`src/rtl/fmdll_lock_ctrl.sv`:
```
// fmdll_lock_ctrl -- lock controller for the frequency-multiplying DLL.
//
// Sequences the ring-mode select over each reference window:
// GATE (GATE_CYC cycles), INJECT (1 cycle), then RUN (max(M,1) cycles).
// The RUN -> INJECT loop repeats. On the last RUN cycle of a window, a valid
// phase-detector sample updates the DCDL code. The first CODE_W updates form
// a successive-approximation search. After that, the code moves by +/-1
// (tracking), with lock and unlock detection. Any change on N or M restarts
// the whole acquisition.
//
// Ports:
//   clk_ext   reference clock; the only clock
//   rst_n     synchronous active-low reset
//   N         multiplication factor (only watched for changes)
//   M         recirculation cycles per window; 0 behaves as 1
//   pd_lead   1 = output edge leads the reference (delay too short)
//   pd_valid  pd_lead is meaningful this cycle
//   code      DCDL delay code
//   Sel       00 recirculate, 01 inject clk_ext, 10 gate
//   lock      loop locked
//   eval      pulses in the cycle whose clock edge applies a code update
//   sat       tracking code sits at 0 or all-ones
module fmdll_lock_ctrl #(
    parameter int CODE_W     = 10,
    parameter int N_W        = 4,
    parameter int M_W        = 2,
    parameter int LOCK_CNT   = 8,
    parameter int UNLOCK_ERR = 4,
    parameter int GATE_CYC   = 2
) (
    input  logic              clk_ext,
    input  logic              rst_n,
    input  logic [N_W-1:0]    N,
    input  logic [M_W-1:0]    M,
    input  logic              pd_lead,
    input  logic              pd_valid,
    output logic [CODE_W-1:0] code,
    output logic [1:0]        Sel,
    output logic              lock,
    output logic              eval,
    output logic              sat
);

    localparam int CNT_MAX = (GATE_CYC > (1 << M_W)) ? GATE_CYC : (1 << M_W);
    localparam int CNT_W   = $clog2(CNT_MAX + 1);
    localparam int DIT_W   = $clog2(LOCK_CNT + 1);
    localparam int SAME_W  = $clog2(UNLOCK_ERR + 1);
    localparam int BIT_W   = (CODE_W > 1) ? $clog2(CODE_W) : 1;
    localparam logic [CODE_W-1:0] MIDSCALE = CODE_W'(1) << (CODE_W - 1);

    // The state encoding is the Sel value itself. Sel is therefore a plain
    // register output, and it changes only when the state changes.
    typedef enum logic [1:0] {
        ST_RUN    = 2'b00,
        ST_INJECT = 2'b01,
        ST_GATE   = 2'b10
    } state_t;

    state_t             state_reg, state_next;
    logic [CNT_W-1:0]   cnt_reg, cnt_next;
    logic [N_W-1:0]     n_sh_reg, n_sh_next;
    logic [M_W-1:0]     m_sh_reg, m_sh_next;
    logic [CODE_W-1:0]  code_reg, code_next;
    logic [BIT_W-1:0]   bit_reg, bit_next;
    logic               track_reg, track_next;
    logic               lock_reg, lock_next;
    logic [DIT_W-1:0]   dither_reg, dither_next;
    logic [SAME_W-1:0]  same_reg, same_next;
    logic               prev_dir_reg, prev_dir_next;
    logic               prev_ok_reg, prev_ok_next;

    logic [M_W-1:0]     m_eff;
    logic               run_last;
    logic               changed;
    logic               do_eval;

    assign m_eff    = (m_sh_reg == '0) ? M_W'(1) : m_sh_reg;
    assign run_last = (cnt_reg == CNT_W'(m_eff - M_W'(1)));
    assign changed  = (N != n_sh_reg) || (M != m_sh_reg);
    // A pending N/M change suppresses the update, even on the last RUN cycle.
    assign do_eval  = rst_n && !changed && (state_reg == ST_RUN) && run_last && pd_valid;

    always_comb begin
        state_next    = state_reg;
        cnt_next      = cnt_reg;
        n_sh_next     = n_sh_reg;
        m_sh_next     = m_sh_reg;
        code_next     = code_reg;
        bit_next      = bit_reg;
        track_next    = track_reg;
        lock_next     = lock_reg;
        dither_next   = dither_reg;
        same_next     = same_reg;
        prev_dir_next = prev_dir_reg;
        prev_ok_next  = prev_ok_reg;

        case (state_reg)
            ST_GATE: begin
                if (cnt_reg == CNT_W'(GATE_CYC - 1)) begin
                    state_next = ST_INJECT;
                    cnt_next   = '0;
                end else begin
                    cnt_next = cnt_reg + CNT_W'(1);
                end
            end
            ST_INJECT: begin
                state_next = ST_RUN;
                cnt_next   = '0;
            end
            ST_RUN: begin
                if (run_last) begin
                    state_next = ST_INJECT;
                    cnt_next   = '0;
                end else begin
                    cnt_next = cnt_reg + CNT_W'(1);
                end
            end
            default: begin
                state_next = ST_GATE;
                cnt_next   = '0;
            end
        endcase

        if (do_eval) begin
            if (!track_reg) begin
                // SAR step: decide bit b, then make bit b-1 the next trial bit.
                if (!pd_lead) begin
                    code_next[bit_reg] = 1'b0;
                end
                if (bit_reg != '0) begin
                    code_next[bit_reg - BIT_W'(1)] = 1'b1;
                    bit_next = bit_reg - BIT_W'(1);
                end else begin
                    track_next   = 1'b1;
                    prev_ok_next = 1'b0;
                    prev_dir_next = 1'b0;
                    dither_next  = '0;
                    same_next    = '0;
                end
            end else begin
                // Saturating +/-1. A saturated step still counts as a direction.
                if (pd_lead) begin
                    if (code_reg != '1) begin
                        code_next = code_reg + CODE_W'(1);
                    end
                end else begin
                    if (code_reg != '0) begin
                        code_next = code_reg - CODE_W'(1);
                    end
                end

                if (!prev_ok_reg) begin
                    dither_next = DIT_W'(1);
                    same_next   = '0;
                end else if (pd_lead != prev_dir_reg) begin
                    if (dither_reg != DIT_W'(LOCK_CNT)) begin
                        dither_next = dither_reg + DIT_W'(1);
                    end
                    same_next = '0;
                end else begin
                    dither_next = '0;
                    if (same_reg != SAME_W'(UNLOCK_ERR)) begin
                        same_next = same_reg + SAME_W'(1);
                    end
                end
                prev_dir_next = pd_lead;
                prev_ok_next  = 1'b1;

                // Unlock has priority. Dropping lock also restarts the
                // dither count.
                if (lock_reg && (same_next == SAME_W'(UNLOCK_ERR))) begin
                    lock_next   = 1'b0;
                    dither_next = '0;
                end else if (dither_next == DIT_W'(LOCK_CNT)) begin
                    lock_next = 1'b1;
                end
            end
        end

        if (changed) begin
            state_next    = ST_GATE;
            cnt_next      = '0;
            n_sh_next     = N;
            m_sh_next     = M;
            code_next     = MIDSCALE;
            bit_next      = BIT_W'(CODE_W - 1);
            track_next    = 1'b0;
            lock_next     = 1'b0;
            dither_next   = '0;
            same_next     = '0;
            prev_dir_next = 1'b0;
            prev_ok_next  = 1'b0;
        end
    end

    always_ff @(posedge clk_ext) begin
        if (!rst_n) begin
            state_reg    <= ST_GATE;
            cnt_reg      <= '0;
            n_sh_reg     <= N;
            m_sh_reg     <= M;
            code_reg     <= MIDSCALE;
            bit_reg      <= BIT_W'(CODE_W - 1);
            track_reg    <= 1'b0;
            lock_reg     <= 1'b0;
            dither_reg   <= '0;
            same_reg     <= '0;
            prev_dir_reg <= 1'b0;
            prev_ok_reg  <= 1'b0;
        end else begin
            state_reg    <= state_next;
            cnt_reg      <= cnt_next;
            n_sh_reg     <= n_sh_next;
            m_sh_reg     <= m_sh_next;
            code_reg     <= code_next;
            bit_reg      <= bit_next;
            track_reg    <= track_next;
            lock_reg     <= lock_next;
            dither_reg   <= dither_next;
            same_reg     <= same_next;
            prev_dir_reg <= prev_dir_next;
            prev_ok_reg  <= prev_ok_next;
        end
    end

    assign code = code_reg;
    assign Sel  = state_reg;
    assign lock = lock_reg;
    assign eval = do_eval;
    assign sat  = track_reg && ((code_reg == '0) || (code_reg == '1));

endmodule

```
`config.mk`:
```
export PLATFORM = sky130hd
export DESIGN_NAME = fmdll_lock_ctrl
export DESIGN_NICKNAME = d
export VERILOG_FILES = /design/src/rtl/fmdll_lock_ctrl.sv
export SDC_FILE = /design/constraint.sdc
export NUM_CORES = 1
export LEC_CHECK = 0
export CAP_MARGIN = 20
export CORE_MARGIN = 2
export CORE_UTILIZATION = 40
export DETAILED_ROUTE_END_ITERATION = 8
export PLACE_DENSITY = 0.63
export SLEW_MARGIN = 40
export SYNTH_ARGS = -nofsm -noshare
export SYNTH_HDL_FRONTEND = slang
export SYNTH_SLANG_ARGS = --single-unit
```
`constraint.sdc`:
```
create_clock -name clk_ext -period 2.4 [get_ports clk_ext]
set_input_delay 0.48 -clock clk_ext [delete_from_list [all_inputs] [get_ports clk_ext]]
set_output_delay 0.48 -clock clk_ext [all_outputs]
set_load 0.02 [all_outputs]
```
==> impl_metrics.csv, run 1 <==
group,metric,value,unit
status,status,"complete, no violations",
synth,yosysWarnings,0,
clocking,cts_max_level,2,
critical_path,r2r_start,"m_sh_reg[0]",
grt,met2_usage,0.281,
sta,hold_viol,0,
sta,finalCritPeriodShare,0.955,
critical_path,end_kind,"output pin",
pwr,p_total,0.00123,W
synth,synth_edf_count,6,
critical_path,startpoint_type,"primary input",
clocking,root_buffer,"clkbuf_8",
floorplanning,fp.dieArea,0.00690,mm^2
worst_hold_path,whs_path_depth,2,
sta,setup_ws,0.108,ns
sta,fin_crit,2.29,ns
layout,fin_util,0.534,
floorplanning,coreArea,0.00599,mm^2
layout,layout_common_cells,"31 x nor2_1, 30 x buf_4, 25 x dfxtp_1",
pwr,combPwrFrac,0.067,
detailed_routing,first_pass_iters,4,
detailed_routing,drt-wirelength-per-cell,14.5,um
layout,syn2layout_area_growth,28.0,%
pwr,power_switching,0.000268,W
grt,track_usage,0.183,
detailed_routing,drt_wl_total,6190,um
clocking,clk_latency,0.29,ns
pwr,leakagePower,1.18,nW
floorplanning,num_rows,28,
grt,antenna_found_initial,0,
synth,syn_inst,300,
critical_path,arrival,1.81,ns
layout,nets,379,
critical_path,crit_type,"primary input to output pin",
floorplanning,initial_core_util,0.417,
pwr,ir_worst_vdd,0.223,mV
worst_hold_path,min_path_type,"flip-flop to flip-flop",
critical_path,crit_fanout,2,
detailed_routing,vias,2377,
critical_path,reg2reg_slack,0.32,ns
floorplanning,die_w,83.1,um
sta,fin_skew,0.00456,ns
place,port_buffers,24,
grt,grt_pass1_wl,10500,um
pwr,p_int,0.000964,W
floorplanning,io_pins,25,
detailed_routing,dr.first_iter.drc_count,89,
place,dp_slack,-0.328,ns
pwr,p_sw_frac,0.217,
synth,syn_area_per_cell,8.33,um^2
synth,async_reset_ff_frac,0,
sta,maxSlewViolCount,0,
clocking,cts_tree,"built",
synth,synth_nets,329,
layout,layout-drive-gt1-share,0.168,
pwr,p_per_area,385,mW/mm^2
sta,slew_headroom,0.668,
worst_hold_path,min_to,"same_reg[0]",
layout,largest_reg_flops,10,
grt,grt-ovfl-total,0,
sta,fmax,0.436,GHz
layout,layout_commonest_cell,"nor2_1",
worst_hold_path,hold_start,"same_reg[0]",
grt,grtUsageMet3,0.0358,
clocking,post_cts_buffers,0,
critical_path,reg2regPathDepth,9,
grt,use_met1,0.260,
clocking,numCtsBuffers,5,
grt,grt_pass1_vias,2217,
synth,netlist-cell-type-count,58,
grt,grt_max_degree,28,
pwr,pwr-share-seq,0.506,
detailed_routing,drtAntennaViolNets,0,
place,gp_congestion,0.822,
clocking,clock_path_buffers,2,
detailed_routing,drc,0,
critical_path,reg2reg_to,"code[0]",
sta,rsz0062_at_grt,"true",
synth,yosys_register_bits,36,
pwr,clockPowerShare,0.428,
detailed_routing,viasPerCell,5.58,
synth,ys_seq_area_frac,0.312,
clocking,cts_hold_buf,0,
grt,grt_most_used_layer,"met2",
clocking,cts.sinks,36,
sta,tightest_slew,0.498,ns
flow_run,maxCapViolations,0,
critical_path,startpoint,"N[2]",
clocking,clk_pin_slew_worst_paths,0.07,ns
synth,synthesis.area,0.00250,mm^2
sta,setup_viol,0,
layout,num_antenna_cells,0,
floorplanning,die_h,83.1,um
place,dpl.hpwl,4590,um
synth,synth_ff_type,"dfxtp_1",
critical_path,cp_data_required_time,1.92,ns
## cells in the mapped netlist, types with 4 or more instances
cell type  instances  area share
o21ai_0           14       0.028
a22oi_1            5       0.015
clkbuf_1          10       0.015
edfxtp_1           6       0.072
or3_1              4       0.010
nand4_1            8       0.020
a211oi_1           5       0.015
dfxtp_1           30        0.24
nand2_1           22       0.033
nand3_1           10       0.020
o211ai_1           7       0.021
inv_1             14       0.021
a31oi_1            4       0.010
xnor2_1            8       0.028
nor2b_1            6       0.015
xor2_1            11       0.039
ha_1              18       0.090
a21oi_1           19       0.038
nor2_1            31       0.047
nor4_1             4       0.010
and3_1             5       0.013
## repair_timing
item                       in CTS  in global routing
pin swaps                       0                  4
cloned                          0                  0
gates resized for setup        11                 11
setup endpoints to repair       2                 13
## metrics by stage
stage | cells | hold slack, ns | TNS, ns | instance area, um^2
floorplan | 300 | 0.451 | 0 | 2500
global placement | 418 | 0.479 | -3.19 | 3030
detailed placement | 418 | 0.479 | -4.32 | 3030
CTS | 426 | 0.491 | 0 | 3170
global route | 426 | 0.512 | -0.0532 | 3200
finish | 426 | 0.486 | 0 | 3200
## routing by layer
| metal | wire length [um] | part of all wire | vias up |
|---|---|---|---|
| li1 | - | - | 1210 |
| met1 | 2960 | 0.48 | 1110 |
| met2 | 2860 | 0.46 | 50 |
| met3 | 281 | 0.045 | 7 |
| met4 | 83 | 0.013 | 0 |
| met5 | 0 | 0 | - |
## logic make-up after synthesis
| kind of cell | count (synthesis) | share of synthesized area |
|---|---|---|
| xor+xnor | 19 | 0.0666 |
| fa+ha+maj | 19 | 0.0981 |
| simple gates | 112 | 0.240 |
| flops | 36 | 0.312 |
| mux | 2 | 0.00801 |
| buf+inv | 28 | 0.0435 |
| compound gates | 84 | 0.231 |
## layout make-up
| class | instances | area, um^2 |
|---|---|---|
| fillers | 571 | 2790 |
| multi-input cells | 236 | 1660 |
| flip-flops and latches | 36 | 787 |
| repair buffers | 56 | 494 |
| well taps | 75 | 93.8 |
| clock buffers | 5 | 68.8 |
| inverters | 15 | 56.3 |
| clock inverters | 3 | 37.5 |
## worst max-delay path, stage by stage
cell and delay, ns:
clkdlybuf4s50_1 0.50, xnor2_1 0.14, nand4_1 0.15, nor4_4 0.22, inv_2 0.07, nor2_1 0.09, buf_2 0.16
## how the worst max path moves through the flow
stage | endpoint | slack (ns) | cells after the start
finish | eval | 0.11 | 7
global route | code[3] | -0.03 | 11
CTS | sat | 0.005 | 4
detailed placement | eval | -0.33 | 7
global placement | eval | -0.28 | 7
floorplan | code[7] | 0.02 | 9
## power groups by stage
stage	Sequential (W)	Combinational (W)	Clock [W]
3_3_place_gp	0.000637	0.0000797	0
5_1_grt	0.000624	0.0000904	0.000565
3_5_place_dp	0.000637	0.0000814	0
6_report	0.000623	0.0000820	0.000527
2_1_floorplan	0.000636	0.0000418	0
4_1_cts	0.000623	0.0000818	0.000539
No activity file was read; power rests on OpenSTA's default activity.
==> run 2: changes to the inputs <==
- CELL_PAD_IN_SITES_DETAIL_PLACEMENT: default -> 1
- CELL_PAD_IN_SITES_GLOBAL_PLACEMENT: default -> 1
- CORE_UTILIZATION: 40 -> 39
- CTS_CLUSTER_DIAMETER: default -> 30
- PLACE_DENSITY: 0.63 -> 0.77
==> run 2 against run 1 <==
Against the previous run: first-iteration DRC count up 44%; maximum frequency down 2.4%; critical path depth up 2; critical endpoint is now code[8]; register-to-register slack worse by 0.10 ns; highest routed layer unchanged; power down 6.6%; combinational power up 5.7%; non-clock buffer count up 3; final cell count up 1.2%; flip-flop and latch count unchanged.
==> impl_metrics.csv, run 2 (same netlist as run 1, synthesis figures left out) <==
group,metric,value,unit
pwr,p_total,0.00115,W
flow_run,maxCapViolations,0,
critical_path,cp_data_required_time,2.60,ns
layout,syn2layout_area_growth,29.4,%
clocking,root_buffer,"clkbuf_8",
place,dp_cells,422,
critical_path,arrival,2.55,ns
critical_path,crit_fanout,11,
clocking,clk_latency,0.29,ns
detailed_routing,vias,2500,
layout,num_antenna_cells,0,
sta,fin_crit,2.35,ns
critical_path,end_kind,"flip-flop",
status,status,"complete, no violations",
sta,fin_skew,0.00917,ns
detailed_routing,drt_wl_total,7550,um
layout,finalNonFillerCells,431,
critical_path,r2r_start,"n_sh_reg[3]",
layout,fill_cells,764,
detailed_routing,viasPerCell,5.80,
clocking,post_cts_buffers,0,
detailed_routing,drc,0,
clocking,cts.sinks,36,
pwr,ir_worst_vdd,0.194,mV
layout,largest_reg_flops,10,
place,placed_area,0.00305,mm^2
pwr,p_sw_frac,0.248,
detailed_routing,dr.first_iter.drc_count,128,
grt,grt_pass1_vias,2670,
pwr,pwr-share-seq,0.541,
grt,grt-ovfl-total,0,
sta,tightest_slew,0.504,ns
floorplanning,initial_core_util,0.398,
layout,multi_input_area,0.00168,mm^2
sta,hold_viol,0,
place,dpl.hpwl,5460,um
floorplanning,die_h,84.1,um
layout,nets,382,
grt,track_usage,0.214,
worst_hold_path,min_to,"n_sh_reg[0]",
sta,slew_headroom,0.661,
grt,antenna_found_initial,0,
sta,setup_viol,0,
sta,fmax,0.426,GHz
clocking,clock_path_buffers,2,
floorplanning,coreArea,0.00628,mm^2
pwr,clockPowerShare,0.383,
floorplanning,num_rows,29,
clocking,numCtsBuffers,5,
worst_hold_path,whs_path_depth,1,
clocking,cts_max_level,2,
critical_path,reg2reg_to,"code[0]",
sta,rsz0062_at_grt,"true",
floorplanning,die_w,84.1,um
pwr,power_switching,0.000285,W
pwr,p_per_area,356,mW/mm^2
place,port_buffers,24,
grt,grt_max_degree,31,
layout,layout_commonest_cell,"buf_4",
critical_path,reg2reg_slack,0.22,ns
worst_hold_path,hold_start,"N[0]",
critical_path,reg2regPathDepth,10,
critical_path,startpoint_type,"primary input",
clocking,cts_tree,"built",
floorplanning,fp.dieArea,0.00707,mm^2
place,gp_congestion,0.771,
pwr,leakagePower,1.21,nW
worst_hold_path,min_path_type,"primary input to flip-flop",
clocking,cts_hold_buf,0,
layout,register_area,781,um^2
critical_path,crit_type,"primary input to flip-flop",
floorplanning,io_pins,25,
pwr,p_int,0.000865,W
sta,finalCritPeriodShare,0.979,
detailed_routing,first_pass_iters,4,
place,dp_slack,-0.426,ns
sta,maxSlewViolCount,0,
layout,layout_common_cells,"32 x buf_4, 31 x nor2_1, 30 x dfxtp_1",
detailed_routing,drtAntennaViolNets,0,
layout,fin_util,0.515,
layout,layout-drive-gt1-share,0.172,
detailed_routing,drt-wirelength-per-cell,17.5,um
clocking,clk_pin_slew_worst_paths,0.08,ns
pwr,combPwrFrac,0.075,
grt,grt_pass1_wl,12600,um
sta,setup_ws,0.0512,ns
layout,stdcell_area,0.00323,mm^2
## run 2: stage by stage
step,setup TNS [ns],hold WS (ns)
after floorplan,0,0.451
after global placement,-3.58,0.481
after detailed placement,-5.60,0.495
after CTS,0,0.508
after global routing,-0.0434,0.435
final,0,0.426
## run 2: worst max-delay path by stage
stage | startpoint | to | cells past startpoint
3_5_place_dp | N[2] | eval | 7
6_report | pd_lead | code[8] | 9
4_1_cts | pd_lead | code[8] | 9
3_3_place_gp | pd_lead | code[8] | 9
5_1_grt | pd_lead | code[8] | 9
2_1_floorplan | pd_lead | code[7] | 9
## run 2: worst max-delay path: stages
cell and delay [ns]:
clkdlybuf4s50_1 0.48, inv_1 0.07, buf_4 0.20, ha_1 0.39
o2111ai_1 0.19, a31oi_1 0.28, nor2_1 0.08, xor2_1 0.15
o32ai_1 0.22
## run 2: cell type report
type,count,share of cell area
Clock inverter,3,0.00580
Tap cell,77,0.0298
Multi-Input combinational cell,236,0.518
Clock buffer,5,0.0213
Timing Repair Buffer,59,0.166
Sequential cell,36,0.241
Inverter,15,0.0174
## run 2: routing by layer
layer / GRT usage / wire, um
met2: 0.382 / 3930
met4: 0.0411 / 56
met5: 0 / 0
met3: 0.0307 / 118
met1: 0.275 / 3440
## run 2: repair_timing
item | CTS | global route
pin swaps | 1 | 8
endpoints found under the setup margin | 4 | 22
gates resized for setup | 9 | 13
gates cloned | 0 | 1
## run 2: power by group through the flow
stage               clock network [W]  registers [W]   logic, W
floorplan                           0       0.000636  0.0000418
global placement                    0       0.000637  0.0000788
detailed placement                  0       0.000637  0.0000815
CTS                          0.000443       0.000623  0.0000825
global route                 0.000476       0.000624  0.0000954
finish                       0.000441       0.000623  0.0000867
